[src/rtl/dmem_controller.sv]
// dmem_controller: single-outstanding data-memory responder for the load
// buffer and the ROB store-commit path. Runs the tagged request/response
// handshake with memory and returns extended load results with their ROB tag.
// Configuration macro: DMEM_STORE_PRIORITY_EN -- when defined, a simultaneous
// store and load request in IDLE takes the store; otherwise the load wins.
module dmem_controller #(
    parameter int XLEN        = 32,
    parameter int ROB_TAG_LEN = 6
) (
    input  logic                   clock,
    input  logic                   reset,
    input  logic                   load_req,
    input  logic [XLEN-1:0]        load_address,
    input  logic [ROB_TAG_LEN-1:0] load_rob_tag,
    input  logic [2:0]             load_mem_size,
    input  logic                   store_req,
    input  logic [XLEN-1:0]        store_address,
    input  logic [XLEN-1:0]        store_data,
    input  logic [2:0]             store_mem_size,
    output logic                   mem_busy,
    output logic [1:0]             proc2mem_command,
    output logic [XLEN-1:0]        proc2mem_addr,
    output logic [1:0]             proc2mem_size,
    output logic [63:0]            proc2mem_data,
    input  logic [3:0]             mem2proc_response,
    input  logic [63:0]            mem2proc_data,
    input  logic [3:0]             mem2proc_tag,
    output logic                   load_result_valid,
    output logic [ROB_TAG_LEN-1:0] load_result_tag,
    output logic [XLEN-1:0]        load_result_value,
    output logic                   store_done
);

    typedef enum logic [1:0] {
        IDLE    = 2'd0,
        LD_REQ  = 2'd1,
        LD_WAIT = 2'd2,
        ST_REQ  = 2'd3
    } state_t;

    localparam logic [1:0] BUS_NONE  = 2'd0;
    localparam logic [1:0] BUS_LOAD  = 2'd1;
    localparam logic [1:0] BUS_STORE = 2'd2;

    state_t                 state_q, state_d;
    logic [XLEN-1:0]        addr_q, addr_d;
    logic [2:0]             size_q, size_d;
    logic [ROB_TAG_LEN-1:0] rob_tag_q, rob_tag_d;
    logic [63:0]            wdata_q, wdata_d;
    logic [3:0]             pending_tag_q, pending_tag_d;
    logic                   busy_q, busy_d;
    logic [1:0]             cmd_q, cmd_d;
    logic                   result_valid_q, result_valid_d;
    logic [ROB_TAG_LEN-1:0] result_tag_q, result_tag_d;
    logic [XLEN-1:0]        result_value_q, result_value_d;
    logic                   store_done_q, store_done_d;
    logic                   take_load_s, take_store_s;

    // Store payload: right-justified data, zero-padded, masked to the access size.
    function automatic logic [63:0] store_payload(input logic [XLEN-1:0] data,
                                                  input logic [2:0] size);
        logic [63:0] mask;
        case (size[1:0])
            2'd0:    mask = 64'h0000_0000_0000_00FF;
            2'd1:    mask = 64'h0000_0000_0000_FFFF;
            2'd2:    mask = 64'h0000_0000_FFFF_FFFF;
            default: mask = 64'hFFFF_FFFF_FFFF_FFFF;
        endcase
        return 64'(data) & mask;
    endfunction

    // Load extraction: pick the lane (offset forced down to alignment) and extend.
    function automatic logic [XLEN-1:0] load_extract(input logic [63:0] block,
                                                     input logic [2:0] off,
                                                     input logic [2:0] size);
        logic [7:0]      b;
        logic [15:0]     h;
        logic [31:0]     w;
        logic [XLEN-1:0] ext;
        b   = 8'(block >> {off, 3'b000});
        h   = 16'(block >> {off[2:1], 1'b0, 3'b000});
        w   = 32'(block >> {off[2], 2'b00, 3'b000});
        case (size[1:0])
            2'd0: begin
                if (size[2]) ext = {{(XLEN-8){1'b0}}, b};
                else         ext = {{(XLEN-8){b[7]}}, b};
            end
            2'd1: begin
                if (size[2]) ext = {{(XLEN-16){1'b0}}, h};
                else         ext = {{(XLEN-16){h[15]}}, h};
            end
            default: ext = XLEN'(w);
        endcase
        return ext;
    endfunction

    // Arbitration between simultaneous load and store requests in IDLE.
    always_comb begin
`ifdef DMEM_STORE_PRIORITY_EN
        take_store_s = store_req;
        take_load_s  = load_req && !store_req;
`else
        take_load_s  = load_req;
        take_store_s = store_req && !load_req;
`endif
    end

    // Next-state, latched request fields and registered output values.
    always_comb begin
        state_d        = state_q;
        addr_d         = addr_q;
        size_d         = size_q;
        rob_tag_d      = rob_tag_q;
        wdata_d        = wdata_q;
        pending_tag_d  = pending_tag_q;
        result_valid_d = 1'b0;
        result_tag_d   = result_tag_q;
        result_value_d = result_value_q;
        store_done_d   = 1'b0;
        case (state_q)
            IDLE: begin
                if (take_load_s) begin
                    state_d   = LD_REQ;
                    addr_d    = load_address;
                    size_d    = load_mem_size;
                    rob_tag_d = load_rob_tag;
                    wdata_d   = 64'd0;
                end else if (take_store_s) begin
                    state_d = ST_REQ;
                    addr_d  = store_address;
                    size_d  = store_mem_size;
                    wdata_d = store_payload(store_data, store_mem_size);
                end else begin
                    state_d = IDLE;
                end
            end
            LD_REQ: begin
                if (mem2proc_response != 4'd0) begin
                    pending_tag_d = mem2proc_response;
                    state_d       = LD_WAIT;
                end else begin
                    state_d = LD_REQ;
                end
            end
            LD_WAIT: begin
                if ((pending_tag_q != 4'd0) && (mem2proc_tag == pending_tag_q)) begin
                    result_valid_d = 1'b1;
                    result_tag_d   = rob_tag_q;
                    result_value_d = load_extract(mem2proc_data, addr_q[2:0], size_q);
                    pending_tag_d  = 4'd0;
                    state_d        = IDLE;
                end else begin
                    state_d = LD_WAIT;
                end
            end
            ST_REQ: begin
                if (mem2proc_response != 4'd0) begin
                    store_done_d = 1'b1;
                    state_d      = IDLE;
                end else begin
                    state_d = ST_REQ;
                end
            end
            default: state_d = IDLE;
        endcase
        // Bus outputs are registered from the state being entered.
        busy_d = (state_d != IDLE);
        case (state_d)
            LD_REQ:  cmd_d = BUS_LOAD;
            ST_REQ:  cmd_d = BUS_STORE;
            default: cmd_d = BUS_NONE;
        endcase
    end

    // State and output registers with synchronous reset.
    always_ff @(posedge clock) begin
        if (reset) begin
            state_q        <= IDLE;
            addr_q         <= '0;
            size_q         <= 3'd0;
            rob_tag_q      <= '0;
            wdata_q        <= 64'd0;
            pending_tag_q  <= 4'd0;
            busy_q         <= 1'b0;
            cmd_q          <= BUS_NONE;
            result_valid_q <= 1'b0;
            result_tag_q   <= '0;
            result_value_q <= '0;
            store_done_q   <= 1'b0;
        end else begin
            state_q        <= state_d;
            addr_q         <= addr_d;
            size_q         <= size_d;
            rob_tag_q      <= rob_tag_d;
            wdata_q        <= wdata_d;
            pending_tag_q  <= pending_tag_d;
            busy_q         <= busy_d;
            cmd_q          <= cmd_d;
            result_valid_q <= result_valid_d;
            result_tag_q   <= result_tag_d;
            result_value_q <= result_value_d;
            store_done_q   <= store_done_d;
        end
    end

    assign mem_busy          = busy_q;
    assign proc2mem_command  = cmd_q;
    assign proc2mem_addr     = addr_q;
    assign proc2mem_size     = size_q[1:0];
    assign proc2mem_data     = wdata_q;
    assign load_result_valid = result_valid_q;
    assign load_result_tag   = result_tag_q;
    assign load_result_value = result_value_q;
    assign store_done        = store_done_q;

endmodule

[config.mk]
export PLATFORM = sky130hd
export DESIGN_NAME = dmem_controller
export DESIGN_NICKNAME = d
export VERILOG_FILES = /design/src/rtl/dmem_controller.sv
export SDC_FILE = /design/constraint.sdc
export NUM_CORES = 1
export LEC_CHECK = 0
export CORE_ASPECT_RATIO = 1.5
export CORE_MARGIN = 5
export CORE_UTILIZATION = 30
export CTS_CLUSTER_DIAMETER = 50
export CTS_CLUSTER_SIZE = 40
export DETAILED_ROUTE_END_ITERATION = 6
export PLACE_DENSITY = 0.65
export SLEW_MARGIN = 20
export SYNTH_ARGS = -nofsm -noshare
export SYNTH_HDL_FRONTEND = slang
export SYNTH_SLANG_ARGS = --single-unit
[constraint.sdc]
create_clock -name clock -period 2.15 [get_ports clock]
set_input_delay 0.215 -clock clock [delete_from_list [all_inputs] [get_ports clock]]
set_output_delay 0.215 -clock clock [all_outputs]
set_load 0.01 [all_outputs]
* Word-level counts from Yosys, hierarchy flattened *
Cells that the tools add are included.

storage, ports and cells
  output and inout bits = 141
  input port bits = 184
  register bits = 154
  logic and storage cells = 71

operators by class
  reductions and logical operators = 17
  equality and inequality tests = 11
  multiplexer cells = 25
  shift-type cells = 3
  bitwise gates (word level) = 3

operators with widths
  cell                  number
  $mux W64              5
  $pmux W64 S3          1
  $mux W32              4
  $and A32 B64 Y64      1
  $pmux W32 S2          1
  $shr A64 B6 Y16       1
  $shr A64 B6 Y32       1
  $shr A64 B6 Y8        1
  $mux W2               5
  $eq A2 B1 Y1 const B  4
  $eq A2 B2 Y1 const B  4
  $mux W4               2
  $pmux W2 S4           1
  $pmux W4 S2           1
  $reduce_bool A4 Y1    2
  $logic_not A2 Y1      3
  $mux W3               2
  $reduce_and A2 Y1     3
  $reduce_bool A2 Y1    3
  $eq A4 B4 Y1          1
  $ne A2 B2 Y1 const B  2
  $pmux W2 S2           1
  $reduce_or A2 Y1      2
  $reduce_and A3 Y1     1
  4 further kinds       7

* Logic depth before layout (Yosys ltp) *
  word-level depth = 8
  depth in mapped cells = 8
  mapped depth without buffers = 6

* Least setup slack after synthesis *
Ideal clock, no wire load.

  path type = flip-flop to flip-flop
  from = register addr_q[2] (netlist: proc2mem_addr[2])
  to = register result_value_q[29] (netlist: load_result_value[29])
  path buffers = 3
  cell stages (with the launch flop) = 8
  arrival = 1.788 ns
  library setup time = 0.142 ns
  path slack = 0.220 ns
  data required time = 2.008 ns
  clock period less this slack = 1.930 ns
  cell sequence = dfxtp_1 > buf_4 > mux4_2 > a22oi_4 > and2_1 > buf_4 > buf_6 > a311oi_1

between the ends
  word-level cells in the longest chain between the ends = 3
  elaborated cells on any way between the ends = 6
  classes of those cells = shift (3); mux (3)

ends and longest elaborated chain
  element                                            line    RTL
  start, declared                                    46      logic [XLEN-1:0] addr_q, addr_d;
  start signal, assigned                             192     addr_q <= addr_d;
  $shr A64 B6 Y16 or $shr A64 B6 Y8 (tied branches)  81, 80
  $mux W32 (on tied branches)                        89, 85
  $pmux W32 S2 (*)                                   83      case (size[1:0])
  end signal, assigned                               201     result_value_q <= result_value_d;
  end, declared                                      55      logic [XLEN-1:0] result_value_q, result_value_d;

Mark *: on every way between the ends. The rest lies on a longest branch, timed or not.
A chain may end at the register's enable or synchronous reset.

* Worst setup path after layout *
  from = register size_q[1]
  to = output proc2mem_size[1]

RTL lines
  element                 line  RTL
  start, declared         47    logic [2:0] size_q, size_d;
  start signal, assigned  193   size_q <= size_d;
  end, declared           23    output logic [1:0] proc2mem_size,

No word-level cell between the ends.

==> results by group <==
Worst setup path
  – R2R depth: 5
  – Slowest stage delay, CP: 570 ps
  – Crit path launch: size_q[1]
  – Critical Path Fanout Max: 15
  – Internal reg-to-reg setup slack: 380 ps
  – Worst-path cell chain: buf_4 -> clkdlybuf4s50_1
  – Critical path class: flip-flop to output pin
  – Startpoint Class: flip-flop
  – Buf/Inv on CP: 2
  – WP data arrival: 1760 ps
  – Crit-path slowest cell: clkdlybuf4s50_1
  – RR Startpoint: proc2mem_addr[2]
  – R2R Path End: load_result_value[29]
  – CP delay by family, top: buffers and inverters
  – Worst Path Required: 1930 ps
  – CP Capture Type: output pin

Floorplan
  – Core ar.: 19800 µm²
  – IO Count: 325
  – Die width: 126 µm
  – Initial core utilization: 0.305
  – Die area: 23100 µm²
  – Height of the die: 184 µm
  – Row count: 63

Detailed routing
  – Drt first pass iters: 5
  – ANT nets after route: 0
  – DR vias/cell: 4.98
  – Routed Wire Length: 22100 µm
  – Vias: 6186
  – DRT iter0 DRCs: 450
  – # DRC: 0
  – DR WL/cell: 17.8 µm

Hold path
  – Hold EP: state_q[1]
  – Hold/Removal Path Class: input pin to flip-flop
  – HP Start: reset
  – Hold Path Depth: 2

STA
  – Final Slew Violations: 0
  – Final Hold Violating Endpoints: 0
  – Final setup viols: 0
  – Period utilization: 0.917
  – F_max: 0.507 GHz
  – Worst Skew: 16.1 ps
  – Tmin final: 1970 ps
  – RSZ-0062 raised after global routing: false
  – Setup TNS: 0 ps

Clock network
  – Total CTS buffers: 17
  – Clk buf depth: 2
  – Clock sink total: 122
  – Postcts setup bufs: 0
  – CTS tree: done
  – CTS HTree Levels: 4
  – CTS clk-pin slew, worst paths: 50 ps
  – Root buffer cell: clkbuf_16
  – Worst skew pair latency: 400 ps
  – Hold buffers post-CTS: 0
  – Post-CTS resize count: 0

Logic synthesis
  – Cell area after synthesis: 6040 µm²
  – Top_reg_cell synth: dfxtp_1
  – Synth Area in Simple Gates: 0.151
  – Compound-Gate Fraction of Synth Area: 0.213
  – Number of synthesis warnings: 0
  – Netlist cell types: 40
  – Syn Inst Count: 692
  – Largest family of logic cells by synthesized area: compound AO/OA/AOI/OAI gates
  – Post-synthesis register bit count: 122
  – Mean post-synth cell area: 8.73 µm²
  – Synth Area in XOR/XNOR: 0.00580
  – Seq/Total Area, Yosys: 0.404
  – Async set-or-reset flop fraction in the synthesized netlist: 0
  – Adder-Cell Fraction of Synth Area: 0.00829
  – EDFF count, synth: 0
  – Mux share of post-synthesis cell area: 0.128

Power and ir drop
  – Pwr dens: 744 nW/µm²
  – Peak supply drop: 399 µV
  – LEAKAGE: 3.59 nW

Global routing
  – Congestion Overflow GR: 0
  – Largest net degree at the start of global routing: 62
  – Vias in the first global route: 6029
  – Antenna violations before repair: 0
  – Total GRT Usage: 0.180
  – First-pass GRT wire length: 33400 µm

Finish
  – Non-filler cells, final: 1243
  – Area Growth Syn to Fin: 62.6%
  – Layout Nets: 1158
  – Filler Cells Inserted: 1905
  – Util after Layout: 0.496
  – Layout cell share with drive strength beyond 1: 0.104
  – Commonest non-fill, non-tap cells in the layout: clkdlybuf4s50_1 (290), dfxtp_1 (121), nor2_1 (78)
  – Diode count: 0
  – Most common cell after layout, fill and taps aside: clkdlybuf4s50_1

Run status
  – Status: complete, no violations

Placed design
  – Cell total after placement: 1211
  – Port Buffers: 292
  – DP Wirelength: 16900 µm
  – Final Wtd Congestion: 0.879

Job
  – MaxCap Viol Count: 0
## layer usage
| layer | vias to the layer above | GRT usage | share of wire |
|---|---|---|---|
| li1 | 3006 | - | - |
| met1 | 2861 | 0.193 | 0.37 |
| met2 | 278 | 0.335 | 0.52 |
| met3 | 41 | 0.0494 | 0.076 |
| met4 | 0 | 0.0721 | 0.033 |
| met5 | - | 0 | 0 |
## worst max path at each step
stage                                       end  slack, ps  cells after the start
after floorplan           load_result_value[29]        220                      7
after global placement                 mem_busy        120                      5
after detailed placement               mem_busy         50                      5
after CTS                      proc2mem_size[1]        140                      2
after global routing           proc2mem_size[1]         80                      2
final                          proc2mem_size[1]        180                      2
## stage by stage
stage / cell area (µm²) / power, mW / setup WS [ps] / hold WS, ps
after CTS: 9820 / 7.38 / 141 / 239
after detailed placement: 9200 / 4.37 / 53.2 / 445
final: 9820 / 7.30 / 178 / 249
after global placement: 9200 / 4.35 / 117 / 438
after floorplan: 6160 / 3.49 / 220 / 356
after global routing: 9820 / 7.65 / 78.1 / 265
## where the power goes
part	internal (mW)	switching [mW]	total (mW)
registers	2.40	0.0994	2.50
logic	0.924	0.884	1.81
clock network	1.90	1.10	2.99
## logic make-up after synthesis
logic type	Yosys count
AND/OR/NAND/NOR	197
AO/OA/AOI/OAI	190
flip-flops	122
buffers and inverters	104
multiplexers	70
adder cells (fa/ha/maj)	4
XOR/XNOR	4
other	1
## cells in the mapped netlist, types with 8 or more instances
master      n  area share
buf_4      36       0.045
clkbuf_1   44       0.027
buf_2       9      0.0075
nor3_1     15       0.012
a41oi_1     8       0.012
a311oi_1   24       0.035
mux2i_1    41       0.068
a22oi_1    16       0.020
nor2_1     79       0.049
a211oi_1   44       0.055
a21oi_1    70       0.058
mux2_2     26       0.048
nand2_1    37       0.023
o21ai_0     8      0.0066
nand3_1    39       0.032
dfxtp_1   122        0.40
o21a_1      9       0.011
## area by class of cell
cell class	count	area, µm²	share of cell area
clock buffers	19	453	0.0461
clock inverters	13	168	0.0171
inverters	7	26.3	0.00267
multi-input cells	497	3180	0.324
flip-flops and latches	122	2440	0.249
well taps	260	325	0.0331
repair buffers	325	3230	0.328
## flip-flops by register name, summed over array words and instances, names as in the netlist
| signal | cells |
|---|---|
| load_result_tag | 6 |
| load_result_value | 32 |
| pending_tag_q | 4 |
| rob_tag_q | 6 |
| store_done | 1 |
| proc2mem_addr | 32 |
| state_q | 2 |
| size_q | 3 |
| load_result_valid | 1 |
| proc2mem_command | 2 |
| mem_busy | 1 |
| proc2mem_data | 32 |
No activity file was read; power rests on OpenSTA's default activity.
